[config.mk]
export PLATFORM = sky130hd
export DESIGN_NAME = hazard_fwd_unit
export DESIGN_NICKNAME = d
export VERILOG_FILES = /design/src/rtl/pipeline_pkg.sv /design/src/rtl/fwd_select.sv /design/src/rtl/hazard_fwd_unit.sv
export SDC_FILE = /design/constraint.sdc
export NUM_CORES = 1
export LEC_CHECK = 0
export CAP_MARGIN = 20
export CORE_AREA = 5 5 82 76
export CTS_CLUSTER_SIZE = 25
export DETAILED_ROUTE_END_ITERATION = 10
export DIE_AREA = 0 0 87 81
export PLACE_DENSITY = 0.74
export SLEW_MARGIN = 20
export SYNTH_ARGS = -nofsm -noshare
export SYNTH_HDL_FRONTEND = slang
export SYNTH_HIERARCHICAL = 1
export SYNTH_SLANG_ARGS = --single-unit
[constraint.sdc]
create_clock -name CLK -period 1.87 [get_ports CLK]
set_input_delay 0.2805 -clock CLK [delete_from_list [all_inputs] [get_ports CLK]]
set_output_delay 0.2805 -clock CLK [all_outputs]
set_load 0.01 [all_outputs]
[src/rtl/pipeline_pkg.sv]
// rtl/pipeline_pkg.sv - shared types and helpers for hazard detection and forwarding
package pipeline_pkg;

    // Width of the register addresses held in the per-stage tracking records.
    localparam int TRACK_AW = 5;

    // x0 is hardwired to zero and never forwarded.
    localparam logic [TRACK_AW-1:0] REG_X0 = '0;

    // EX operand mux select, aligned with the instruction once it sits in EX.
    typedef enum logic [1:0] {
        FWD_RF   = 2'b00,   // register-file value
        FWD_MEM  = 2'b01,   // EX/MEM ALU result
        FWD_WB   = 2'b10,   // MEM/WB writeback data
        FWD_HOLD = 2'b11    // WB-hold register
    } fwd_sel_t;

    // What the hazard logic needs to know about an in-flight instruction.
    typedef struct packed {
        logic                valid;
        logic [TRACK_AW-1:0] rd;
        logic                regwrite;
        logic                is_load;
    } stage_track_t;

    // True when the stage will produce a new value for register r.
    function automatic logic stage_writes(input stage_track_t s, input logic [TRACK_AW-1:0] r);
        return s.valid && s.regwrite && (s.rd == r) && (r != REG_X0);
    endfunction

endpackage

[src/rtl/fwd_select.sv]
// rtl/fwd_select.sv - combinational operand forwarding select for one source register
//
// Ports:
//   rs        source register read by the DE instruction
//   used      DE instruction actually reads rs
//   ex_stage  tracking record of the instruction currently in EX
//   mem_stage tracking record of the instruction currently in MEM
//   wb_stage  tracking record of the instruction currently in WB
//   sel       select code the operand mux will need once DE moves into EX
module fwd_select
    import pipeline_pkg::*;
(
    input  logic [TRACK_AW-1:0] rs,
    input  logic                used,
    input  stage_track_t        ex_stage,
    input  stage_track_t        mem_stage,
    input  stage_track_t        wb_stage,
    output fwd_sel_t            sel
);

    // The load flag only matters for load-use detection, handled in the top.
    logic unused_load_bits;
    assign unused_load_bits = ex_stage.is_load ^ mem_stage.is_load ^ wb_stage.is_load;

    // Each producer is one stage further along by the time the consumer is
    // in EX, so EX maps to the EX/MEM result, MEM to MEM/WB, WB to the hold
    // register. Priority order makes the closest producer win.
    always_comb begin
        sel = FWD_RF;
        if (used) begin
            if (stage_writes(ex_stage, rs)) begin
                sel = FWD_MEM;
            end else if (stage_writes(mem_stage, rs)) begin
                sel = FWD_WB;
            end else if (stage_writes(wb_stage, rs)) begin
                sel = FWD_HOLD;
            end
        end
    end

endmodule

[src/rtl/hazard_fwd_unit.sv]
// rtl/hazard_fwd_unit.sv - pipeline hazard detection, forwarding selects and stall counter
//
// Ports:
//   CLK, RST_N           clock and asynchronous active-low reset
//   de_*                 decoded fields of the instruction in DE
//   ex_branch_taken      taken branch/jump resolved in EX
//   stall_if_de          hold PC and IF/DE (combinational)
//   flush_if_de          squash IF/DE (combinational)
//   ex_valid             EX holds a live instruction (registered)
//   fwd_sel_a/fwd_sel_b  EX operand mux selects (registered)
//   stall_count          saturating count of load-use stall cycles
module hazard_fwd_unit
    import pipeline_pkg::*;
#(
    parameter int REG_AW    = 5,
    parameter int CNT_WIDTH = 16
) (
    input  logic                 CLK,
    input  logic                 RST_N,
    input  logic                 de_valid,
    input  logic [REG_AW-1:0]    de_rs1,
    input  logic [REG_AW-1:0]    de_rs2,
    input  logic                 de_rs1_used,
    input  logic                 de_rs2_used,
    input  logic [REG_AW-1:0]    de_rd,
    input  logic                 de_regwrite,
    input  logic                 de_is_load,
    input  logic                 ex_branch_taken,
    output logic                 stall_if_de,
    output logic                 flush_if_de,
    output logic                 ex_valid,
    output logic [1:0]           fwd_sel_a,
    output logic [1:0]           fwd_sel_b,
    output logic [CNT_WIDTH-1:0] stall_count
);

    stage_track_t ex_q, mem_q, wb_q, hold_q;
    stage_track_t ex_d;
    fwd_sel_t     sel_a_d, sel_b_d;
    logic [1:0]   sel_a_q, sel_b_q;
    logic [CNT_WIDTH-1:0] cnt_q;

    logic load_use;
    logic take_stall;
    logic bubble;

    // The hold stage is tracked so the record mirrors the datapath, but by the
    // time a consumer could reach it the value is already in the register file.
    logic unused_hold_bits;
    assign unused_hold_bits = ^{hold_q, wb_q.is_load, mem_q.is_load};

    fwd_select u_sel_a (
        .rs        (de_rs1),
        .used      (de_rs1_used),
        .ex_stage  (ex_q),
        .mem_stage (mem_q),
        .wb_stage  (wb_q),
        .sel       (sel_a_d)
    );

    fwd_select u_sel_b (
        .rs        (de_rs2),
        .used      (de_rs2_used),
        .ex_stage  (ex_q),
        .mem_stage (mem_q),
        .wb_stage  (wb_q),
        .sel       (sel_b_d)
    );

    // A load's data is not available from EX/MEM, so a consumer directly
    // behind it must wait one cycle and pick it up from MEM/WB instead.
    assign load_use = de_valid && ex_q.valid && ex_q.is_load &&
                      ((de_rs1_used && stage_writes(ex_q, de_rs1)) ||
                       (de_rs2_used && stage_writes(ex_q, de_rs2)));

    // A taken branch kills the DE instruction, so its hazard is moot.
    assign take_stall = load_use && !ex_branch_taken;

    assign stall_if_de = RST_N && take_stall;
    assign flush_if_de = RST_N && ex_branch_taken;

    assign bubble = !de_valid || load_use || ex_branch_taken;

    always_comb begin
        ex_d = '0;
        if (!bubble) begin
            ex_d.valid    = 1'b1;
            ex_d.rd       = de_rd;
            ex_d.regwrite = de_regwrite;
            ex_d.is_load  = de_is_load;
        end
    end

    always_ff @(posedge CLK or negedge RST_N) begin
        if (!RST_N) begin
            ex_q    <= '0;
            mem_q   <= '0;
            wb_q    <= '0;
            hold_q  <= '0;
            sel_a_q <= FWD_RF;
            sel_b_q <= FWD_RF;
            cnt_q   <= '0;
        end else begin
            hold_q  <= wb_q;
            wb_q    <= mem_q;
            mem_q   <= ex_q;
            ex_q    <= ex_d;
            sel_a_q <= bubble ? FWD_RF : sel_a_d;
            sel_b_q <= bubble ? FWD_RF : sel_b_d;
            if (take_stall && (cnt_q != {CNT_WIDTH{1'b1}})) begin
                cnt_q <= cnt_q + {{(CNT_WIDTH-1){1'b0}}, 1'b1};
            end
        end
    end

    assign ex_valid    = ex_q.valid;
    assign fwd_sel_a   = sel_a_q;
    assign fwd_sel_b   = sel_b_q;
    assign stall_count = cnt_q;

endmodule

---- After elaboration in Yosys (flattened, before gate mapping) ----
Index checks and enable logic that the tools add are counted.
operators by class
  reductions and logical operators ........ 31
  muxes and demuxes ....................... 11
  equality and inequality tests ........... 7
  $add $sub $neg .......................... 1
operators by type and width
  kind                                            count
  equality test 5 bit                             6
  logical AND 1 bit                               24
  two-way mux 2 bit                               10
  adder 16 x 1 -> 16 bit (second input constant)  1
  != test 16 bit (second input constant)          1
  nonzero test 5 bit                              2
  two-way mux 8 bit                               1
  logical OR 1 bit                                3
  zero test 1 bit                                 2
storage, ports and cells
  bits of input ports ..................... 23
  register bits ........................... 42

---- Logic depth before layout (Yosys ltp) ----
Gate-level depths: netlist of run 1.
  depth in word-level cells ............... 9
  mapped depth ............................ 7

---- Modules after synthesis ----
The synthesis of run 1 kept the hierarchy.
by module, submodules not included
  module           sequential area each (um^2)  area an instance (um^2)  times used  cells an instance
  hazard_fwd_unit  1,101.1                      1,925.6                  1           164
  fwd_select       0.0                          236.5                    2           32

---- Worst setup path before layout of run 1 ----
OpenSTA, ideal clock, no wires.
  kind .................................... register to register
  start point ............................. register ex_q[2] (netlist name)
  end point ............................... register cnt_q[14] (netlist: stall_count[14])
  cell stages (with the launch flop) ...... 6
  data arrival time ....................... 1.875 ns
  buffers on the path ..................... 0
  period minus slack after synthesis ...... 2.000 ns
  slack ................................... -0.130 ns
  setup time .............................. 0.125 ns
  required time ........................... 1.745 ns
  path through ............................ dfrtp_1 xnor2_1 nand2_1 or4_4 a2111oi_4 mux2_2
between the ends
  cells in the longest elaborated chain, start to end .. 8
  elaborated cells on any way between the ends .. 12
ends and longest elaborated chain
  element                               RTL line                                      RTL
  from (decl)                           hazard_fwd_unit.sv:37                         stage_track_t ex_q, mem_q, wb_q, hold_q;
  from (signal assigned)                hazard_fwd_unit.sv:96                         ex_q <= '0;
  from (signal assigned)                hazard_fwd_unit.sv:107                        ex_q <= ex_d;
  equality test 5 bit                   pipeline_pkg.sv:28                            return s.valid && s.regwrite && (s.rd == r) && (r != REG_X0);
  logical AND 1 bit (2 in series)       pipeline_pkg.sv:28
  logical AND 1 bit (on tied branches)  hazard_fwd_unit.sv:73, hazard_fwd_unit.sv:74
  logical OR 1 bit (*)                  hazard_fwd_unit.sv:73                         ((de_rs1_used && stage_writes(ex_q, de_rs1)) ||
  logical AND 1 bit (*)                 hazard_fwd_unit.sv:72                         assign load_use = de_valid && ex_q.valid && ex_q.is_load &&
  logical AND 1 bit (*)                 hazard_fwd_unit.sv:77                         assign take_stall = load_use && !ex_branch_taken;
  logical AND 1 bit (*)                 hazard_fwd_unit.sv:110                        if (take_stall && (cnt_q != {CNT_WIDTH{1'b1}})) begin
  to (signal assigned)                  hazard_fwd_unit.sv:111                        cnt_q <= cnt_q + {{(CNT_WIDTH-1){1'b0}}, 1'b1};
  to (decl)                             hazard_fwd_unit.sv:41                         logic [CNT_WIDTH-1:0] cnt_q;
Mark *: on every way between the ends. The rest lies on a longest branch, timed or not.
A chain may end at the register's enable or synchronous reset.

---- Final worst setup path of run 1 ----
  start point ............................. register ex_q, in the netlist ex_valid
  end point ............................... output stall_if_de
between the ends
  cells in the longest elaborated chain, start to end .. 8
  elaborated cells on any way between the ends .. 13
ends and longest elaborated chain
  element                               RTL line                                      RTL
  logical AND 1 bit (3 in series)       pipeline_pkg.sv:28
  logical AND 1 bit (on tied branches)  hazard_fwd_unit.sv:73, hazard_fwd_unit.sv:74
  logical OR 1 bit                      hazard_fwd_unit.sv:73
  logical AND 1 bit (*)                 hazard_fwd_unit.sv:72
  logical AND 1 bit (*)                 hazard_fwd_unit.sv:77
  logical AND 1 bit (*)                 hazard_fwd_unit.sv:79                         assign stall_if_de = RST_N && take_stall;
  to (decl)                             hazard_fwd_unit.sv:29                         output logic stall_if_de,
Marks and branches as above.

==> metrics.csv, run 1 <==
stage;metric;value;unit
timing;clock tree skew after final layout;0.006468;ns
clock_tree;clock edge transition at the registers on the reported setup and hold paths;0.08;ns
yosys;Syn Std Cell Area;2349;um^2
route;WL final;6.808;mm
setup_path;highest-delay cell along the critical path;or4_4;
timing;Tcrit/Tclk final;116.2;%
setup_path;CP Capture Type;output pin;
place;cell area reported after detailed placement;3291;um^2
route;vias per std cell;5.418;
global_routing;total global-route track usage;20.01;%
cells_and_area;post-layout util;72.91;%
clock_tree;clock tree from TritonCTS;yes;
outcome;failing checks;negative setup slack;
place;routability-driven placement congestion ratio;0.9336;
run;number of max-capacitance violations reported;0;
cells_and_area;FILL cells;373;
global_routing;antenna violations before repair;0;
yosys;count of yosys warnings during synthesis;6;
timing;RSZ-0062 raised after global routing;true;
global_routing;global-route wire length before repair;10.82;mm
setup_path;maximum fanout count along the critical path;2;
setup_path;worst endpoint required time;1.59;ns
outcome;outcome;complete, but fails checks;
setup_path;critical path class;reg -> out;
setup_path;endpoint arrival time on the critical path;1.89;ns
global_routing;maximum number of pins on one net before global-route repair;43;
floorplan;horizontal die dimension;87;um
pwr;Static Leakage;1.614;nW
setup_path;worst path cell trace;nand4_1, buf_4, or4_4, nand2_1, and3_1, buf_2;
clock_tree;maximum root-to-sink buffer count;2;
timing;Relative slew margins;59.20;%
cells_and_area;number of nets in the layout;363;
cells_and_area;share of post-route cells with drive strength above 1;39.71;%
yosys;Cells after Synth;226;
route;overall via count from detail_route;2205;
pwr;Power Dens Cells;552.2;nW/um^2
timing;Final Hold Vio Count;0;
place;placed wire-length estimate after detailed placement;4.647;mm
clock_tree;Clk Latency, worst-skew pair;0.30;ns
yosys;Synthesized Nets;250;
route;DRC violation total after the first TritonRoute iteration;116;
timing;FMAX;460.2;MHz
clock_tree;clk sink count;42;
yosys;mean cell area of the mapped netlist;10.39;um^2
cells_and_area;Area growth, synth to finish;62.17;%
timing;number of slew-limit violations in the final report;0;
setup_path;Worst Setup Start Kind;flop;
timing;minimum clock period after layout;2.173;ns
floorplan;core area;5224;um^2
setup_path;biggest cell delay along the critical path;0.56;ns
pwr;worst IR drop on VDD;0.0003956;V
route;first-pass detailed-route iteration total;5;
global_routing;aggregate global routing overflow;0;
route;post-DR wirelength/cell;16.73;um
floorplan;area enclosed by the die boundary;7047;um^2
min_path;Hold Crit Class;in -> async;
route;number of design rule violations left after detail routing;0;
timing;worst setup slack after layout;-0.3030;ns
clock_tree;number of H-tree levels;2;
floorplan;vertical die dimension;81;um
place;number of buffers added on ports;45;
timing;Finish-stage setup viols;27;
timing;actual slew at the worst max-slew pin;0.6064;ns
floorplan;standard-cell row count;25;
floorplan;Initial Utilization;44.96;%
cells_and_area;cell area after layout;3809;um^2
clock_tree;CTS root buf;clkbuf_8;
cells_and_area;ANT cells;0;
clock_tree;CTS buffer count;5;
global_routing;number of global-route vias before repair;2206;
floorplan;ports placed on the boundary;46;
route;Routed Antenna Nets;0;
clock_tree;hold buffers post-CTS;0;
## sequential cells by signal, summed over array words and instances, names as in the netlist
name / flops
stall_count: 16
fwd_sel_a: 2
wb_q: 7
ex_q: 7
ex_valid: 1
mem_q: 7
fwd_sel_b: 2
## cell type report
cell class	count	area, um^2	area share (%)
flip-flops and latches	42	1055	27.69
multi-input cells	160	1481	38.90
well taps	67	83.83	2.201
clock buffers	5	68.82	1.807
inverters	21	78.83	2.070
repair buffers	109	972.2	25.53
clock inverters	3	68.82	1.807
## through the flow
stage	cells	hold WS, ns	TNS (ns)	total power [mW]	worst slack [ns]
floorplan	226	-0.01509	-0.2679	1.054	-0.1120
global placement	389	0.3875	-13.14	1.213	-0.7603
detailed placement	389	0.4036	-14.13	1.218	-0.7939
CTS	403	0.1476	-2.765	2.094	-0.3305
global route	407	0.1715	-4.448	2.188	-0.3851
finish	407	0.1204	-2.042	2.103	-0.3030
## where the power goes
group          switching [mW]  internal (mW)  leakage (nW)
registers              0.0170          0.926         0.569
logic                   0.149          0.145         0.977
clock network           0.331          0.535        0.0683
total                   0.497           1.61          1.61
## what timing repair did
action / in CTS / in global routing
buffers inserted: 6 / 4
pin swaps: 16 / 18
endpoints found under the setup margin: 29 / 29
gates resized for setup: 37 / 39
hold endpoints to repair: 0 / 0
## cell usage in the layout (no fill, tap or decap), drive strengths merged, types with 2 or more instances in the layout
cell type	instances
a2111oi	3
a211oi	12
a21boi	2
a21oi	3
a221oi	2
buf	66
bufinv	2
clkbuf	5
clkdlybuf4s50	34
dfrtp	42
dlygate4sd2	7
dlymetal6s2s	2
inv	21
mux2	4
nand2	16
nand2b	6
nand3	11
nand4	9
nor2	16
nor3	5
nor4	4
o211a	2
o211ai	2
o22ai	2
or3	2
or4	6
xnor2	29
xor2	15
## worst max-delay path, delay by kind of cell (launching register included)
kind	cells	cell delay (ns)
buffers and inverters	2	0.30
flip-flops	1	0.37
AND/OR/NAND/NOR	4	0.93
## path summary, 6_finish.rpt
kind | from | end | slack [ns] | cells after the start
worst max-delay path | ex_valid$_DFF_PN0_ | stall_if_de | -0.30 | 6
worst min-delay path | RST_N | mem_q[6]$_DFF_PN0_ | 0.12 | 2
worst min register to register | mem_q[7]$_DFF_PN0_ | wb_q[7]$_DFF_PN0_ | 0.42 | 0
max in group asynchronous | RST_N | stall_count[7]$_DFFE_PN0P_ | 1.36 | 2
worst max register to register | ex_q[2]$_DFF_PN0_ | stall_count[14]$_DFFE_PN0P_ | -0.26 | 7
min in group CLK | mem_q[7]$_DFF_PN0_ | wb_q[7]$_DFF_PN0_ | 0.42 | 0
## layer usage
layer	part of all wire (%)	global-route usage (%)	wire [um]
met5	0	0	0
met4	2.6	7.632	180
met3	7.1	5.071	486
met2	50	33.16	3387
met1	40	25.14	2753
Note: power is estimated with default switching activity, not from simulation.
==> run 2, diff against run 1 <==
--- a/config.mk
+++ b/config.mk
@@ -10,7 +10,7 @@
 export CTS_CLUSTER_SIZE = 25
 export DETAILED_ROUTE_END_ITERATION = 10
 export DIE_AREA = 0 0 87 81
-export PLACE_DENSITY = 0.74
+export PLACE_DENSITY = 0.75
 export SLEW_MARGIN = 20
 export SYNTH_ARGS = -nofsm -noshare
 export SYNTH_HDL_FRONTEND = slang
==> run 2 against run 1 <==
The flow still finishes with violations (negative setup slack); critical path depth did not move; fmax is 0.31% higher; design area rose by 0.53%; setup slack better by 0.0068 ns; clock power down 29%; sequential share of layout area decreased by 0.14 points; combinational power up 5%; clock skew rose by 0.0072 ns; sequential power hardly changed; critical path type unchanged; count of clock-buffer cells in the layout rose by 2.
==> metrics.csv, run 2 (synthesized netlist as in run 1, its figures left out) <==
stage;metric;value;unit;change
run;number of max-capacitance violations reported;0;;unchanged
timing;RSZ-0062 raised after global routing;true;;
cells_and_area;max reg flops;16;;unchanged
setup_path;CP Capture Type;output pin;;
cells_and_area;FILL cells;340;;-8.8%
route;WL final;7.389;mm;+8.5%
place;DP Cell Count;391;;+0.51%
timing;final hold slack;0.04786;ns;-0.07257 ns
pwr;Power Dens Cells;487.9;nW/um^2;-12%
cells_and_area;number of nets in the layout;365;;+0.55%
timing;post-route setup TNS;-3.790;ns;-1.748 ns
route;number of design rule violations left after detail routing;0;;unchanged
cells_and_area;post-layout util;73.29;%;+0.38 points
setup_path;Worst Setup Start Kind;flop;;
timing;Relative slew margins;59.96;%;+0.76 points
timing;number of slew-limit violations in the final report;0;;unchanged
clock_tree;CTS buffer count;5;;unchanged
global_routing;aggregate global routing overflow;0;;unchanged
setup_path;worst endpoint required time;1.59;ns;about the same
route;post-DR wirelength/cell;18.07;um;+8.0%
pwr;total power draw;1.868;mW;-11%
floorplan;Initial Utilization;44.96;%;unchanged
global_routing;antenna violations before repair;0;;unchanged
place;number of buffers added on ports;45;;unchanged
setup_path;endpoint arrival time on the critical path;1.89;ns;about the same
floorplan;core area;5224;um^2;unchanged
route;Routed Antenna Nets;0;;unchanged
route;vias per std cell;5.509;;+1.7%
timing;minimum clock period after layout;2.166;ns;-0.006786 ns
setup_path;highest-delay cell along the critical path;or4_4;;
cells_and_area;ANT cells;0;;unchanged
timing;clock tree skew after final layout;0.01370;ns;+0.007234 ns
global_routing;total global-route track usage;19.81;%;-0.21 points
global_routing;global-route wire length before repair;10.70;mm;-1.1%
clock_tree;CTS root buf;clkbuf_8;;
route;first-pass detailed-route iteration total;4;;-1
floorplan;area enclosed by the die boundary;7047;um^2;unchanged
timing;actual slew at the worst max-slew pin;0.5951;ns;-0.01132 ns
cells_and_area;share of post-route cells with drive strength above 1;41.23;%;+1.5 points
clock_tree;Clk Latency, worst-skew pair;0.30;ns;about the same
timing;Finish-stage setup viols;29;;+7.4%
cells_and_area;most frequent standard cell in the layout excluding fill and tap cells;buf_4;;
cells_and_area;total area of sequential cells;1055;um^2;unchanged
global_routing;maximum number of pins on one net before global-route repair;27;;-37%
clock_tree;number of H-tree levels;2;;unchanged
global_routing;number of global-route vias before repair;2212;;+0.27%
floorplan;vertical die dimension;81;um;unchanged
outcome;outcome;complete, but fails checks;;
cells_and_area;cell area after layout;3829;um^2;+0.53%
pwr;Static Leakage;1.624;nW;+0.61%
floorplan;horizontal die dimension;87;um;unchanged
clock_tree;clock tree from TritonCTS;yes;;
floorplan;standard-cell row count;25;;unchanged
min_path;Hold Crit Class;in -> async;;
place;routability-driven placement congestion ratio;0.9090;;-2.6%
outcome;failing checks;negative setup slack;;
place;worst slack at placement;-0.8175;ns;-0.02359 ns
route;overall via count from detail_route;2253;;+2.2%
setup_path;critical path class;reg -> out;;
setup_path;biggest cell delay along the critical path;0.45;ns;-0.11 ns
clock_tree;maximum root-to-sink buffer count;2;;unchanged
place;placed wire-length estimate after detailed placement;4.757;mm;+2.4%
cells_and_area;Area growth, synth to finish;63.03;%;
timing;FMAX;461.6;MHz;+0.31%
timing;Tcrit/Tclk final;115.8;%;-0.36 points
clock_tree;clk sink count;42;;unchanged
pwr;worst IR drop on VDD;0.0003431;V;-13%
cells_and_area;top library cells by usage in the layout, fill and taps aside;56 x buf_4, 39 x dfrtp_1, 34 x clkdlybuf4s50_1, 27 x xnor2_1, 19 x inv_1;;
setup_path;maximum fanout count along the critical path;2;;unchanged
setup_path;worst path cell trace;xnor2_2, nand4_1, or4_4, nand2_2, and3_4, buf_6;;
floorplan;ports placed on the boundary;46;;unchanged
timing;worst setup slack after layout;-0.2962;ns;+0.006786 ns
timing;Final Hold Vio Count;0;;unchanged
place;cell area reported after detailed placement;3318;um^2;+0.84%
cells_and_area;Post-Layout Cell Count;409;;+0.49%
clock_tree;clock edge transition at the registers on the reported setup and hold paths;0.08;ns;about the same
cells_and_area;Multi-input gate area;1505;um^2;+1.6%
route;DRC violation total after the first TritonRoute iteration;205;;+77%
run 2: cell count changes in the layout (fill, tap and decap cells not counted), sizes merged:
cell,delta
dlymetal6s2s,+2
dlygate4sd3,+1
clkdlybuf4s15,+1
clkbuf,+3
bufinv,-2
dlygate4sd2,-3
run 2: final cells by class:
class                           instances  share of cell area (%)
Clock buffer                            7                   2.255
Clock inverter                          1                  0.1307
Inverter                               21                   2.059
Multi-Input combinational cell        160                   39.31
Sequential cell                        42                   27.55
Tap cell                               67                   2.190
Timing Repair Buffer                  111                   26.50
run 2: final timing paths:
kind                                    startpoint                           to  slack, ns  cells past startpoint
worst min register to register  mem_q[1]$_DFF_PN0_            wb_q[1]$_DFF_PN0_       0.41                      0
max in group asynchronous                    RST_N   stall_count[7]$_DFFE_PN0P_       1.08                      3
worst max register to register   ex_q[4]$_DFF_PN0_  stall_count[14]$_DFFE_PN0P_      -0.28                      5
worst min-delay path                         RST_N           mem_q[2]$_DFF_PN0_       0.05                      2
worst max-delay path             ex_q[4]$_DFF_PN0_                  stall_if_de      -0.30                      6
min in group CLK                mem_q[1]$_DFF_PN0_            wb_q[1]$_DFF_PN0_       0.41                      0
run 2: report_power, final:
| group | switching, mW | internal (mW) |
|---|---|---|
| combinational | 0.159 | 0.151 |
| sequential | 0.0176 | 0.927 |
| clock | 0.316 | 0.298 |
run 2: timing repair:
item	CTS	global route
hold buffers	1	0
buffers inserted	8	2
setup endpoints to repair	29	29
endpoints found under the hold margin	16	0
pin swaps	33	17
resized for setup	44	39
gates cloned	0	1
run 2: critical path, delay by kind of cell, from the launching register on:
| family | cells | cell delay, ns |
|---|---|---|
| xor gates and xnor gates | 1 | 0.23 |
| buffers and inverters | 1 | 0.10 |
| DFF | 1 | 0.42 |
| and+or+nand+nor | 4 | 0.85 |
run 2: routing by layer:
metal  GRT usage [%]  up-vias  routed length [um]
met5               0        -                   0
met4           9.502        0                 154
met3           4.158       16                 475
met2           33.00       89                3809
met1           24.44     1136                2950
li1                -     1012                   -
